## config.mk

```make
export PLATFORM = sky130hd
export DESIGN_NAME = uart_rx_fifo
export DESIGN_NICKNAME = d
export VERILOG_FILES = /design/src/rtl/uart_pkg.sv /design/src/rtl/uart_sync_fifo.sv /design/src/rtl/uart_rx_fifo.sv
export SDC_FILE = /design/constraint.sdc
export NUM_CORES = 1
export LEC_CHECK = 0
export ABC_CLOCK_PERIOD_IN_PS = 4600
export CAP_MARGIN = 0
export CORE_MARGIN = 2
export CORE_UTILIZATION = 64
export CTS_BUF_LIST = sky130_fd_sc_hd__clkbuf_8
export CTS_CLUSTER_SIZE = 40
export DETAILED_ROUTE_END_ITERATION = 12
export PLACE_DENSITY = 0.89
export REMOVE_ABC_BUFFERS = 1
export SETUP_SLACK_MARGIN = 0.5
export SYNTH_ARGS = -nofsm -noshare
export SYNTH_HDL_FRONTEND = slang
export SYNTH_HIERARCHICAL = 1
export SYNTH_SLANG_ARGS = --single-unit
```

## constraint.sdc

```tcl
create_clock -name clk -period 4.6 [get_ports clk]
set_input_delay 0.92 -clock clk [delete_from_list [all_inputs] [get_ports clk]]
set_output_delay 0.92 -clock clk [all_outputs]
set_load 0.01 [all_outputs]
```

## src/rtl/uart_pkg.sv

```systemverilog
// Shared definitions for the oversampling UART receiver: parity encodings,
// receiver state type and helpers that derive counter widths from parameters.
package uart_pkg;

    localparam int PARITY_NONE = 0;
    localparam int PARITY_EVEN = 1;
    localparam int PARITY_ODD  = 2;

    typedef enum logic [2:0] {
        ST_IDLE,
        ST_START,
        ST_DATA,
        ST_PARITY,
        ST_STOP,
        ST_BREAK
    } rx_state_t;

    // System clocks per oversampling tick.
    function automatic int calc_baud_dv(input int sys_freq, input int baud_rate, input int sample);
        return sys_freq / (sample * baud_rate);
    endfunction

    // Counter width able to hold values 0..n-1 (at least one bit).
    function automatic int cnt_width(input int n);
        return (n <= 1) ? 1 : $clog2(n);
    endfunction

endpackage

```

## src/rtl/uart_sync_fifo.sv

```systemverilog
// Small register-based receive FIFO. The head entry is shown combinationally
// so it is visible the cycle after a push into an empty FIFO; it reads 0 when empty.
module uart_sync_fifo
    import uart_pkg::*;
#(
    parameter int WIDTH = 10,
    parameter int DEPTH = 4
) (
    input  logic                       clk,
    input  logic                       rst_n,
    input  logic                       i_push,
    input  logic [WIDTH-1:0]           i_wdata,
    input  logic                       i_pop,
    output logic [WIDTH-1:0]           o_rdata,
    output logic                       o_full,
    output logic                       o_empty,
    output logic [$clog2(DEPTH+1)-1:0] o_count
);

    localparam int PTR_W = cnt_width(DEPTH);
    localparam int CNT_W = $clog2(DEPTH + 1);

    logic [WIDTH-1:0] r_mem [DEPTH];
    logic [PTR_W-1:0] r_wr_ptr;
    logic [PTR_W-1:0] r_rd_ptr;
    logic [CNT_W-1:0] r_count;
    logic             w_pop_ok;
    logic             w_push_ok;

    assign o_full  = (r_count == CNT_W'(DEPTH));
    assign o_empty = (r_count == '0);
    assign o_count = r_count;
    assign o_rdata = o_empty ? '0 : r_mem[r_rd_ptr];

    // A pop in the same cycle frees the slot, so a push into a full FIFO still lands.
    assign w_pop_ok  = i_pop && !o_empty;
    assign w_push_ok = i_push && (!o_full || w_pop_ok);

    always_ff @(posedge clk) begin
        if (w_push_ok) begin
            r_mem[r_wr_ptr] <= i_wdata;
        end
    end

    // Power-of-two depth lets the pointers wrap naturally.
    always_ff @(posedge clk or negedge rst_n) begin
        if (!rst_n) begin
            r_wr_ptr <= '0;
            r_rd_ptr <= '0;
            r_count  <= '0;
        end else begin
            if (w_push_ok) begin
                r_wr_ptr <= r_wr_ptr + PTR_W'(1);
            end
            if (w_pop_ok) begin
                r_rd_ptr <= r_rd_ptr + PTR_W'(1);
            end
            unique case ({w_push_ok, w_pop_ok})
                2'b10:   r_count <= r_count + CNT_W'(1);
                2'b01:   r_count <= r_count - CNT_W'(1);
                default: r_count <= r_count;
            endcase
        end
    end

endmodule

```

## src/rtl/uart_rx_fifo.sv

```systemverilog
// Oversampling UART receiver with majority-vote bit sampling, parity/framing
// checks, break handling and a receive FIFO with a sticky overrun flag.
module uart_rx_fifo
    import uart_pkg::*;
#(
    parameter int SYS_FREQ    = 50000000,
    parameter int BAUD_RATE   = 9600,
    parameter int SAMPLE      = 16,
    parameter int DATA_SIZE   = 8,
    parameter int PARITY_MODE = 0,
    parameter int STOP_BITS   = 1,
    parameter int FIFO_DEPTH  = 4
) (
    input  logic                            clk,
    input  logic                            reset_n,
    input  logic                            rx,
    output logic [DATA_SIZE-1:0]            dout,
    output logic                            parity_err,
    output logic                            frame_err,
    output logic                            recv_req,
    input  logic                            recv_ack,
    output logic                            overrun,
    output logic [$clog2(FIFO_DEPTH+1)-1:0] fifo_count
);

    localparam int   BAUD_DV    = calc_baud_dv(SYS_FREQ, BAUD_RATE, SAMPLE);
    localparam int   TICK_W     = cnt_width(BAUD_DV);
    localparam int   SAMP_W     = cnt_width(SAMPLE);
    localparam int   BIT_W      = cnt_width(DATA_SIZE);
    localparam int   ENTRY_W    = DATA_SIZE + 2;
    localparam logic PAR_TARGET = (PARITY_MODE == PARITY_EVEN) ? 1'b0 : 1'b1;

    logic              r_rx_meta;
    logic              r_rx_sync;
    logic              r_rx_prev;
    logic [1:0]        r_arm_cnt;
    logic              w_armed;
    logic              w_fall;
    logic [TICK_W-1:0] r_tick_cnt;
    logic              w_tick;
    logic              r_samp [0:1];
    logic              w_majority;
    logic              w_decide;
    logic              w_bit_end;

    rx_state_t          r_state;
    rx_state_t          w_state_next;
    logic [SAMP_W-1:0]  r_sample_cnt;
    logic [SAMP_W-1:0]  w_sample_next;
    logic [BIT_W-1:0]   r_bit_cnt;
    logic [BIT_W-1:0]   w_bit_next;
    logic               r_stop_cnt;
    logic               w_stop_next;
    logic [DATA_SIZE-1:0] r_shift;
    logic [DATA_SIZE-1:0] w_shift_next;
    logic               r_perr;
    logic               w_perr_next;
    logic               r_ferr;
    logic               w_ferr_next;
    logic               w_frame_ferr;
    logic               w_push;

    logic [ENTRY_W-1:0]                  w_push_data;
    logic [ENTRY_W-1:0]                  w_fifo_rdata;
    logic                                w_fifo_full;
    logic                                w_fifo_empty;
    logic                                w_pop_ok;
    logic [$clog2(FIFO_DEPTH+1)-1:0]     w_fifo_count;
    logic                                r_overrun;

    always_ff @(posedge clk or negedge reset_n) begin
        if (!reset_n) begin
            r_rx_meta <= 1'b1;
            r_rx_sync <= 1'b1;
            r_rx_prev <= 1'b1;
            r_arm_cnt <= '0;
        end else begin
            r_rx_meta <= rx;
            r_rx_sync <= r_rx_meta;
            r_rx_prev <= r_rx_sync;
            if (!w_armed) begin
                r_arm_cnt <= r_arm_cnt + 2'd1;
            end
        end
    end

    // Edge detection waits until the chain holds real line samples, so a line
    // that is low when reset releases is not mistaken for a start bit.
    assign w_armed = (r_arm_cnt == 2'd3);
    assign w_fall  = w_armed && r_rx_prev && !r_rx_sync;

    always_ff @(posedge clk or negedge reset_n) begin
        if (!reset_n) begin
            r_tick_cnt <= '0;
        end else begin
            r_tick_cnt <= w_tick ? '0 : r_tick_cnt + TICK_W'(1);
        end
    end

    assign w_tick    = (r_tick_cnt == TICK_W'(BAUD_DV - 1));
    assign w_decide  = w_tick && (r_sample_cnt == SAMP_W'(SAMPLE/2 + 1));
    assign w_bit_end = w_tick && (r_sample_cnt == SAMP_W'(SAMPLE - 1));

    // First two votes are stored; the third is the live sample at the decide tick.
    for (genvar gi = 0; gi < 2; gi++) begin : g_samp
        always_ff @(posedge clk or negedge reset_n) begin
            if (!reset_n) begin
                r_samp[gi] <= 1'b1;
            end else if (w_tick && (r_sample_cnt == SAMP_W'(SAMPLE/2 - 1 + gi))) begin
                r_samp[gi] <= r_rx_sync;
            end
        end
    end

    assign w_majority   = (r_samp[0] & r_samp[1]) | (r_samp[0] & r_rx_sync) | (r_samp[1] & r_rx_sync);
    assign w_frame_ferr = r_ferr | ~w_majority;
    assign w_push_data  = {w_frame_ferr, r_perr, r_shift};

    always_ff @(posedge clk or negedge reset_n) begin
        if (!reset_n) begin
            r_state      <= ST_IDLE;
            r_sample_cnt <= '0;
            r_bit_cnt    <= '0;
            r_stop_cnt   <= 1'b0;
            r_shift      <= '0;
            r_perr       <= 1'b0;
            r_ferr       <= 1'b0;
        end else begin
            r_state      <= w_state_next;
            r_sample_cnt <= w_sample_next;
            r_bit_cnt    <= w_bit_next;
            r_stop_cnt   <= w_stop_next;
            r_shift      <= w_shift_next;
            r_perr       <= w_perr_next;
            r_ferr       <= w_ferr_next;
        end
    end

    always_comb begin
        w_state_next  = r_state;
        w_sample_next = r_sample_cnt;
        w_bit_next    = r_bit_cnt;
        w_stop_next   = r_stop_cnt;
        w_shift_next  = r_shift;
        w_perr_next   = r_perr;
        w_ferr_next   = r_ferr;
        w_push        = 1'b0;

        if (w_tick && (r_state != ST_IDLE) && (r_state != ST_BREAK)) begin
            w_sample_next = w_bit_end ? '0 : r_sample_cnt + SAMP_W'(1);
        end

        unique case (r_state)
            ST_IDLE: begin
                if (w_fall) begin
                    w_state_next  = ST_START;
                    w_sample_next = '0;
                    w_bit_next    = '0;
                    w_stop_next   = 1'b0;
                    w_perr_next   = 1'b0;
                    w_ferr_next   = 1'b0;
                end
            end
            ST_START: begin
                if (w_decide && w_majority) begin
                    w_state_next = ST_IDLE;
                end else if (w_bit_end) begin
                    w_state_next = ST_DATA;
                end
            end
            ST_DATA: begin
                if (w_decide) begin
                    w_shift_next = {w_majority, r_shift[DATA_SIZE-1:1]};
                end
                if (w_bit_end) begin
                    if (r_bit_cnt == BIT_W'(DATA_SIZE - 1)) begin
                        w_state_next = (PARITY_MODE != PARITY_NONE) ? ST_PARITY : ST_STOP;
                    end else begin
                        w_bit_next = r_bit_cnt + BIT_W'(1);
                    end
                end
            end
            ST_PARITY: begin
                if (w_decide) begin
                    w_perr_next = ((^r_shift) ^ w_majority) != PAR_TARGET;
                end
                if (w_bit_end) begin
                    w_state_next = ST_STOP;
                end
            end
            ST_STOP: begin
                // The last stop bit pushes at its mid sample, not at bit end.
                if (w_decide) begin
                    w_ferr_next = w_frame_ferr;
                    if (r_stop_cnt == 1'(STOP_BITS - 1)) begin
                        w_push       = 1'b1;
                        w_state_next = w_majority ? ST_IDLE : ST_BREAK;
                    end
                end
                if (w_bit_end) begin
                    w_stop_next = 1'b1;
                end
            end
            ST_BREAK: begin
                if (r_rx_sync) begin
                    w_state_next = ST_IDLE;
                end
            end
            default: begin
                w_state_next = ST_IDLE;
            end
        endcase
    end

    assign w_pop_ok = recv_ack && !w_fifo_empty;

    uart_sync_fifo #(
        .WIDTH (ENTRY_W),
        .DEPTH (FIFO_DEPTH)
    ) u_fifo (
        .clk     (clk),
        .rst_n   (reset_n),
        .i_push  (w_push),
        .i_wdata (w_push_data),
        .i_pop   (recv_ack),
        .o_rdata (w_fifo_rdata),
        .o_full  (w_fifo_full),
        .o_empty (w_fifo_empty),
        .o_count (w_fifo_count)
    );

    always_ff @(posedge clk or negedge reset_n) begin
        if (!reset_n) begin
            r_overrun <= 1'b0;
        end else if (w_push && w_fifo_full && !w_pop_ok) begin
            r_overrun <= 1'b1;
        end else if (w_pop_ok) begin
            r_overrun <= 1'b0;
        end
    end

    assign {frame_err, parity_err, dout} = w_fifo_rdata;
    assign recv_req   = !w_fifo_empty;
    assign overrun    = r_overrun;
    assign fifo_count = w_fifo_count;

endmodule

```

==> results.json <==
{
  "p_leak_nw": 1.804,
  "r2r_start": "r_tick_cnt[0]$_DFF_PN0_",
  "critPathLaunch": "u_fifo/r_rd_ptr[0]$_DFFE_PN0N_",
  "powerDensity_nw_per_um2": 360.4,
  "multiInputGateArea_um2": 1548,
  "start_util": 0.6675,
  "status": "finished, final reports clean",
  "cpPeakStageDelay_ns": 0.80,
  "criticalPathCategory": "reg2out",
  "hold_slack_ns": 0.3577,
  "dr_wl_met2_um": 3777,
  "core-area_um2": 5991,
  "syn_area_um2": 3999,
  "dp_hpwl_um": 4748,
  "ir_worst_vdd_mv": 0.3712,
  "final_cells": 391,
  "cts_tree": "built",
  "finalSetupViolations": 0,
  "relSlewSlack": 0.3312,
  "dp_cells": 375,
  "wl_met1_um": 3011,
  "drc": 0,
  "fin_worst_skew_ns": 0.009855,
  "yosys_most_used_dff": "edfxtp_1",
  "cts_resized": 0,
  "async_flop_share": 0.5294,
  "antenna_found_initial": 0,
  "die_x_um": 83.05,
  "seq_area_um2": 2333,
  "num_vias": 2360,
  "timing.fmax_mhz": 301.1,
  "dr.max_layer_used": "met4",
  "die_h_um": 83.05,
  "stdcell_area_um2": 4375,
  "syn_avg_cell_area_um2": 13.79,
  "grt_overflow": 0,
  "crit_fanout": 12,
  "synth.distinct_cells": 54,
  "vias_per_cell": 6.036,
  "grt_max_degree": 46,
  "yosysSeqAreaShare": 0.5835,
  "final_antenna_net_count": 0,
  "rsz0062_at_grt": "no",
  "root_buffer": "clkbuf_8",
  "insertion_delay_ns": 0.35,
  "setup_ws_ns": 1.279,
  "first_pass_iters": 4,
  "numCtsBuffers": 9,
  "grt_usage": 0.2207,
  "yosysWarnings": 6,
  "maxSlewViolCount": 0,
  "synth_seq_cells": 85,
  "wl_per_cell_um": 18.42,
  "num_io_pins": 19,
  "port_buffers": 18,
  "die_area_um2": 6896,
  "gp_congestion": 0.8477,
  "maxCapViolations": 0,
  "min-delay-start": "r_rx_meta$_DFF_PN1_",
  "postCtsHoldBufs": 0,
  "startpoint_type": "register",
  "wirelength_um": 7203,
  "num_antenna_cells": 0,
  "nFillCells": 397,
  "fin_crit_ns": 3.321,
  "fin_crit_sh": 0.7219,
  "cp_slowest_cell": "dfrtp_1",
  "cp.arrival_ns": 2.40,
  "wl_met3_um": 301,
  "crit_path_end_kind": "output port",
  "drive_above_1_share": 0.1677,
  "dp_slack_ns": 1.457,
  "tightestPinTransition_ns": 1.003,
  "dpl_cell_area_um2": 4214,
  "post_cts.repair.setup_buffers": 0,
  "clockBufferDepth": 2,
  "path_cells": "mux4_2, and2_1, clkdlybuf4s50_1",
  "crit_required_ns": 3.68,
  "hp-class": "reg2reg",
  "clock-sinks": 85,
  "synth_edf_count": 40,
  "area_growth_pct": 9.418,
  "hold_viol_final": 0,
  "drt_iter0_drc": 119,
  "grt_first_pass_wirelength_um": 11760,
  "grt_pass1_vias": 2335,
  "finalNetCount": 328,
  "cts_htree_levels": 3,
  "rows": 28,
  "clkTransAtPathRegs_ns": 0.08,
  "timing.setup.tns_ns": 0,
  "synth_cells": 290
}
-- per-layer routing --
layer  global-route usage  vias up
met4              0.07601        0
met2               0.3717       70
met1               0.2836     1188
li1                     -     1090
met5                    0        -
met3              0.05070       12
-- final timing paths --
kind,to,slack [ns],depth (start not counted)
min,r_rx_sync$_DFF_PN1_,0.36,0
min reg2reg,r_rx_sync$_DFF_PN1_,0.36,0
max reg2reg,u_fifo/o_count[1]$_DFFE_PN0P_,1.86,12
max,dout[7],1.28,3
max in group asynchronous,u_fifo/r_wr_ptr[1]$_DFFE_PN0P_,3.24,1
min in group asynchronous,r_tick_cnt[8]$_DFF_PN0_,0.73,1
-- metrics by stage --
| step | power (mW) | utilization |
|---|---|---|
| floorplan | 1.037 | - |
| global placement | 1.129 | 0.7034 |
| detailed placement | 1.146 | 0.7034 |
| CTS | 1.585 | 0.7304 |
| global route | 1.640 | 0.7304 |
| finish | 1.577 | 0.7304 |
-- state kept, by name (all words and copies together), names as in the netlist, 2 cells and up --
register	flops
r_arm_cnt	2
r_bit_cnt	3
r_state	3
r_sample_cnt	4
r_samp	2
r_shift	8
u_fifo/o_count	3
u_fifo/r_rd_ptr	2
r_tick_cnt	9
u_fifo/r_mem	40
u_fifo/r_wr_ptr	2
-- Yosys cell counts, types with 5 or more instances --
master    number  area [um2]
a21oi_1        7       35.03
and2_1        10       62.56
and3_1         6       37.54
dfrtp_1       40        1001
dfstp_2        5       131.4
edfxtp_1      40        1201
ha_1          12       150.1
inv_1         15       56.30
mux2_4         9       135.1
mux4_2        10       225.2
nand2_1       11       41.29
nand3_1       10       50.05
nor2_1        17       63.81
o21ai_0        6       30.03
xnor2_1       17       148.9
xor2_1         6       52.55
-- cell type report --
cell class | instances | share of cell area
clock buffers | 9 | 0.02831
flip-flops and latches | 85 | 0.5333
well taps | 75 | 0.02145
multi-input cells | 181 | 0.3537
repair buffers | 19 | 0.04175
clock inverters | 7 | 0.008579
inverters | 15 | 0.01287
-- report_power, final --
group,switching [mW],leakage (nW),internal (mW)
logic,0.111,0.701,0.135
clock network,0.254,0.0928,0.189
registers,0.0739,1.01,0.813
total,0.440,1.80,1.14
-- critical path: cells and delay by family, from the launching register on --
kind	cells	cell delay, ns
flops	1	0.80
mux	1	0.61
buf+inv	1	0.47
simple gates	1	0.17
-- cells by family after synthesis --
group	count (synthesis)	share of synthesized area
xor+xnor	23	0.05037
buf+inv	24	0.02941
mux	25	0.1061
simple gates	86	0.1280
compound gates	33	0.05757
fa+ha+maj	14	0.04506
flops	85	0.5835
-- layout by cell type, fill, tap and decap left out, types with 2 or more instances in the layout --
cell type,n
a21oi_1,7
a22oi_1,3
and2_1,10
and2_2,4
and3_1,6
clkbuf_8,9
clkdlybuf4s50_1,17
clkinv_2,2
dfrtp_1,40
dfstp_2,5
edfxtp_1,40
ha_1,12
inv_1,18
mux2_2,3
mux2_4,9
mux2i_1,3
mux4_2,10
nand2_1,11
nand2b_1,2
nand3_1,10
nand3b_1,4
nand4bb_1,2
nor2_1,17
nor2b_1,4
nor3_1,2
nor4_1,2
nor4b_1,2
o211ai_1,4
o21ai_0,6
o21ai_1,3
o31ai_1,2
xnor2_1,17
xor2_1,6
Power figures use the tool's default switching activity.
